### src/rtl/sprite_pkg.sv
// ============================================================================
// sprite_pkg: screen geometry, colour type and FSM state encoding shared by
// the sprite drawer. Revision: 1.0
// ============================================================================
`default_nettype none

package sprite_pkg;

  localparam int SCREEN_W = 160;
  localparam int SCREEN_H = 120;

  typedef logic [2:0] colour_t;

  typedef enum logic [1:0] {
    IDLE  = 2'd0,
    ERASE = 2'd1,
    DRAW  = 2'd2,
    DONE  = 2'd3
  } state_t;

endpackage

`default_nettype wire

### src/rtl/box_scanner.sv
// ============================================================================
// box_scanner: row-major dx/dy walker over a BOX_W x BOX_H box; wraps to the
// origin after the last pixel so ERASE can hand straight over to DRAW.
// Revision: 1.0
// ============================================================================
`default_nettype none

module box_scanner
  import sprite_pkg::*;
#(
  parameter int BOX_W = 4,
  parameter int BOX_H = 4
) (
  input  logic       clk,
  input  logic       reset,
  input  logic       start,
  input  logic       advance,
  output logic [3:0] dx,
  output logic [3:0] dy,
  output logic       last
);

  localparam logic [3:0] DX_MAX = 4'(BOX_W - 1);
  localparam logic [3:0] DY_MAX = 4'(BOX_H - 1);

  always_ff @(posedge clk) begin
    if (reset || start) begin
      dx <= '0;
      dy <= '0;
    end else if (advance) begin
      if (dx == DX_MAX) begin
        dx <= '0;
        dy <= (dy == DY_MAX) ? 4'd0 : dy + 4'd1;
      end else begin
        dx <= dx + 4'd1;
      end
    end
  end

  assign last = (dx == DX_MAX) && (dy == DY_MAX);

endmodule

`default_nettype wire

### src/rtl/sprite_drawer.sv
// ============================================================================
// sprite_drawer: moves a solid BOX_W x BOX_H sprite on a 160x120 VGA frame,
// optionally erasing the previous box first (macro SPRITE_ERASE_EN).
// Revision: 1.0
// ============================================================================
`default_nettype none

module sprite_drawer
  import sprite_pkg::*;
#(
  parameter int      BOX_W     = 4,
  parameter int      BOX_H     = 4,
  parameter colour_t BG_COLOUR = 3'b000
) (
  input  logic       CLOCK_50,
  input  logic       reset,
  input  logic       start,
  input  logic [7:0] x_in,
  input  logic [6:0] y_in,
  input  logic [2:0] colour_in,
  output logic [7:0] x_out,
  output logic [6:0] y_out,
  output logic [2:0] colour_out,
  output logic       plot,
  output logic       busy,
  output logic       done
);

  state_t     state;
  state_t     state_nxt;

  logic [7:0] new_x;
  logic [6:0] new_y;
  colour_t    new_colour;

  logic [3:0] dx;
  logic [3:0] dy;
  logic       scan_start;
  logic       scan_advance;
  logic       scan_last;

  logic [8:0] pix_x;
  logic [7:0] pix_y;
  colour_t    pix_colour;
  logic       pix_on;
  logic       pix_vis;

`ifdef SPRITE_ERASE_EN
  logic [7:0] old_x;
  logic [6:0] old_y;
  logic       old_valid;
`endif

  box_scanner #(
    .BOX_W (BOX_W),
    .BOX_H (BOX_H)
  ) u_scanner (
    .clk     (CLOCK_50),
    .reset   (reset),
    .start   (scan_start),
    .advance (scan_advance),
    .dx      (dx),
    .dy      (dy),
    .last    (scan_last)
  );

  always_ff @(posedge CLOCK_50) begin
    if (reset) begin
      state <= IDLE;
    end else begin
      state <= state_nxt;
    end
  end

  always_comb begin
    state_nxt = state;
    unique case (state)
      IDLE: begin
        if (start) begin
`ifdef SPRITE_ERASE_EN
          state_nxt = old_valid ? ERASE : DRAW;
`else
          state_nxt = DRAW;
`endif
        end
      end
      ERASE:   if (scan_last) state_nxt = DRAW;
      DRAW:    if (scan_last) state_nxt = DONE;
      DONE:    state_nxt = IDLE;
      default: state_nxt = IDLE;
    endcase
  end

  // Pixel coordinates carry one extra bit so off-screen pixels can be clipped.
  always_comb begin
    scan_start   = (state == IDLE);
    scan_advance = (state == ERASE) || (state == DRAW);
    busy         = scan_advance;
    pix_on       = 1'b0;
    pix_x        = {1'b0, new_x} + 9'(dx);
    pix_y        = {1'b0, new_y} + 8'(dy);
    pix_colour   = new_colour;
    case (state)
`ifdef SPRITE_ERASE_EN
      ERASE: begin
        pix_on     = 1'b1;
        pix_x      = {1'b0, old_x} + 9'(dx);
        pix_y      = {1'b0, old_y} + 8'(dy);
        pix_colour = BG_COLOUR;
      end
`endif
      DRAW:    pix_on = 1'b1;
      default: pix_on = 1'b0;
    endcase
    pix_vis = pix_on && (pix_x < 9'(SCREEN_W)) && (pix_y < 8'(SCREEN_H));
  end

  always_ff @(posedge CLOCK_50) begin
    if (reset) begin
      new_x      <= '0;
      new_y      <= '0;
      new_colour <= '0;
    end else if ((state == IDLE) && start) begin
      new_x      <= x_in;
      new_y      <= y_in;
      new_colour <= colour_in;
    end
  end

`ifdef SPRITE_ERASE_EN
  always_ff @(posedge CLOCK_50) begin
    if (reset) begin
      old_x     <= '0;
      old_y     <= '0;
      old_valid <= 1'b0;
    end else if (state == DONE) begin
      old_x     <= new_x;
      old_y     <= new_y;
      old_valid <= 1'b1;
    end
  end
`endif

  // Registered VGA-side outputs; the pen colour drops back to background after a move.
  always_ff @(posedge CLOCK_50) begin
    if (reset) begin
      x_out      <= '0;
      y_out      <= '0;
      colour_out <= '0;
      plot       <= 1'b0;
      done       <= 1'b0;
    end else begin
      plot <= pix_vis;
      done <= (state == DONE);
      if (pix_on) begin
        x_out      <= pix_x[7:0];
        y_out      <= pix_y[6:0];
        colour_out <= pix_colour;
      end else if (state == DONE) begin
        colour_out <= BG_COLOUR;
      end
    end
  end

endmodule

`default_nettype wire

### config.mk
export PLATFORM = sky130hd
export DESIGN_NAME = sprite_drawer
export DESIGN_NICKNAME = d
export VERILOG_FILES = /design/src/rtl/sprite_pkg.sv /design/src/rtl/box_scanner.sv /design/src/rtl/sprite_drawer.sv
export SDC_FILE = /design/constraint.sdc
export NUM_CORES = 1
export LEC_CHECK = 0
export ABC_AREA = 1
export CAP_MARGIN = 20
export CORE_MARGIN = 8
export CORE_UTILIZATION = 52
export DETAILED_ROUTE_END_ITERATION = 12
export GPL_ROUTABILITY_DRIVEN = 0
export PLACE_DENSITY = 0.85
export RECOVER_POWER = 100
export SLEW_MARGIN = 20
export SYNTH_ARGS = -nofsm -noshare
export SYNTH_HDL_FRONTEND = slang
export SYNTH_SLANG_ARGS = --single-unit
### constraint.sdc
create_clock -name CLOCK_50 -period 2.5 [get_ports CLOCK_50]
set_clock_uncertainty 0.2 [all_clocks]
set_input_delay 0.5 -clock CLOCK_50 [delete_from_list [all_inputs] [get_ports CLOCK_50]]
set_output_delay 0.5 -clock CLOCK_50 [all_outputs]
set_load 0.02 [all_outputs]
==> run metrics <==
H-tree depth 2; CTS buffer count 5; Detail Route Antenna Nets 0; r2r endpoint plot; CP startpoint kind flop; Setup TNS Final 0 ns; GRT overflow 0; Tot GR Track Use 15.7%; post-synth cell types 31; worst skew pair latency approximately 0.30 ns; final net count about 400; Port Buffers 41; largest net degree at the start of global routing 26; crit path max-delay cell type dfxtp_1; Syn Area/Cell 7.53 um2; Rel. slew slack 54.6%; num ports 42; Clock transition at path regs 0.08 ns; internal power 0.00160 W; area growth from synthesis to layout 21.9%; R2R Path Start u_scanner.dy[0]; CP arrival 1.58 ns; Total Routed Length 5460 um; synthesized cell area 2390 um2; Tcrit/Tclk final 91.1%; Mapped Cells around 320; Worst setup EP type output pin; wire length per cell about 13 um; Die Y 83.9 um; synth warn 0; clock tree buffer depth 2; reg2reg path depth 10; routed vias 2210; #FFs+latches synth between 40 and 50; Min-Delay Endpoint y_out[3]; clk root buf clkbuf_8; critical path cell sequence inv_1 > ha_1 > dlygate4sd2_1; fin util 66.6%; post-synthesis sequential area ratio 40.1%; min-delay src y_out[3]; Finished Cell Area 2920 um2; fin. max-slew vios 0; Seq pwr share 41.8%; final hold vios 0; first-pass GRT wire length between 9000 and 10000 um; slowest stage delay, CP between 0.4 and 0.5 ns; syn_nets 357; die width between 80 and 90 um; initial drt markers 122; Bufs and invs on worst path 2; critical path's top delay family buffers and inverters; DIE AREA 7030 um2; net switching power 0.00107 W; clock sinks 48; vias in the first global route 2089; core footprint 4380 um2; Period minus WS final 2.28 ns; CTS tree yes; WS Path Type flop to output pin; DP Cell Count 407; via density per instance 5.34; Pwr Total 0.00267 W; # diodes 0; Starting Density a little over half; Switching Share 40.1%; Max-Cap Viols 0; row count 24; cts repair resizes 1; Power Dens Cells 916 nW/um2; Worst VDD drop 524 uV; share of cells above drive strength 1 6.91%; First-pass DRT Iterations 4; DRC viols 0; RSZ-0062 raised after global routing no; Post-CTS Setup Repair Bufs 0; Post-DP HPWL 4140 um; Hold WC Path Type flop to flop; Worst-Margin Slew approximately 0.68 ns; Worst Path Required roughly 1.8 ns; reg-to-reg setup timing slack 0.39 ns; leakage power ~1.4 nW; Max Freq 0.439 GHz; Comb pwr share 41.9%; initial antenna violation count 0; endpoints failing setup 0; status finished, final reports clean; Hold Buf Count CTS 0; non-filler instance count after layout a little over 400; crit-path max FO 7; Post-Place Cell Area 2860 um2; Clk network pwr share between 10% and 20%; hold depth 2
tightest hold or removal path: cells and delay by family, from the launching register on:
family,cells,cell delay [ns]
compound gates,1,0.08
buf+inv,1,0.05
flops,1,0.34
cell usage after synthesis, drive strengths merged:
library cell   n  area share (%)
o211ai         3            0.94
nand3b         3            0.94
fa             2             1.7
nor4           1            0.26
xor2           2            0.73
xnor2          3             1.1
a32o           3             1.3
nand2         50             8.8
a211oi         1            0.31
ha            16             8.4
nor2          57             9.1
or2            1            0.26
nor3           1            0.21
dfxtp         48              40
clkinv         1            0.16
a21oi         20             4.5
buf            8             1.8
nand3         15             4.0
inv           42             6.6
nand4          5             1.3
o21ai         35             7.5
clkbuf         1            0.16
through the flow:
step	hold slack (ns)	setup WS, ns
finish	0.283	0.222
global route	0.314	0.119
CTS	0.291	0.201
detailed placement	0.271	0.257
global placement	0.259	0.287
floorplan	0.240	0.590
cell families after synthesis:
| kind of cell | count (synthesis) | share of synthesized area (%) |
|---|---|---|
| and+or+nand+nor | 133 | 24.9 |
| AOI/OAI and AO/OA | 62 | 14.5 |
| buffers and inverters | 52 | 8.67 |
| DFF | 48 | 40.1 |
| adders and majority gates | 18 | 10.0 |
| xor gates and xnor gates | 5 | 1.83 |
sequential cells by signal (all words and copies together) (netlist names):
register and count:
colour_out 3, done 1, new_colour 3, new_x 8, new_y 7, plot 1, state 2, u_scanner.dx 4
u_scanner.dy 4, x_out 8, y_out 7
routing by layer:
metal  global-route usage [%]  vias to the layer above  part of all wire [%]
li1                         -                     1110                     -
met1                     17.8                     1034                    44
met2                     26.7                       56                    48
met3                     3.81                       10                   6.1
met4                     7.69                        0                   1.7
met5                        0                        -                     0
cell usage in the layout, fill, tap and decap left out, types with 3 or more instances in the layout:
cell / instances
a21oi_1: 18
a32o_1: 3
clkbuf_1: 4
clkbuf_8: 5
clkdlybuf4s50_1: 19
dfxtp_1: 48
dlygate4sd3_1: 21
ha_1: 16
inv_1: 38
inv_2: 4
nand2_1: 45
nand2_2: 4
nand3_1: 11
nand3_2: 4
nand3b_1: 3
nand4_1: 5
nor2_1: 56
o211ai_1: 3
o21ai_0: 34
xnor2_1: 3
how the worst max path moves through the flow:
stage / startpoint / end / cells past startpoint
after global routing: reset / new_y[5] / 5
after global placement: state[0] / busy / 3
after detailed placement: state[0] / busy / 3
after CTS: state[0] / busy / 3
after floorplan: u_scanner.dy[0] / plot / 10
final: state[0] / busy / 3
layout make-up:
| type | instances | area, um2 |
|---|---|---|
| Clock inverter | 1 | 5.00 |
| Inverter | 43 | 161 |
| Tap cell | 52 | 65.1 |
| Fill cell | 390 | 1470 |
| Timing Repair Buffer | 46 | 435 |
| Multi-Input combinational cell | 218 | 1220 |
| Clock buffer | 6 | 72.6 |
| Sequential cell | 48 | 961 |
power groups by stage:
stage	logic [W]	registers [W]	clock network, W
2_1_floorplan	0.000622	0.00124	0
3_3_place_gp	0.00114	0.00113	0
3_5_place_dp	0.00118	0.00114	0
4_1_cts	0.00118	0.00112	0.000446
5_1_grt	0.00126	0.00115	0.000476
6_report	0.00112	0.00112	0.000435
Note: power is estimated with default switching activity, not from simulation.
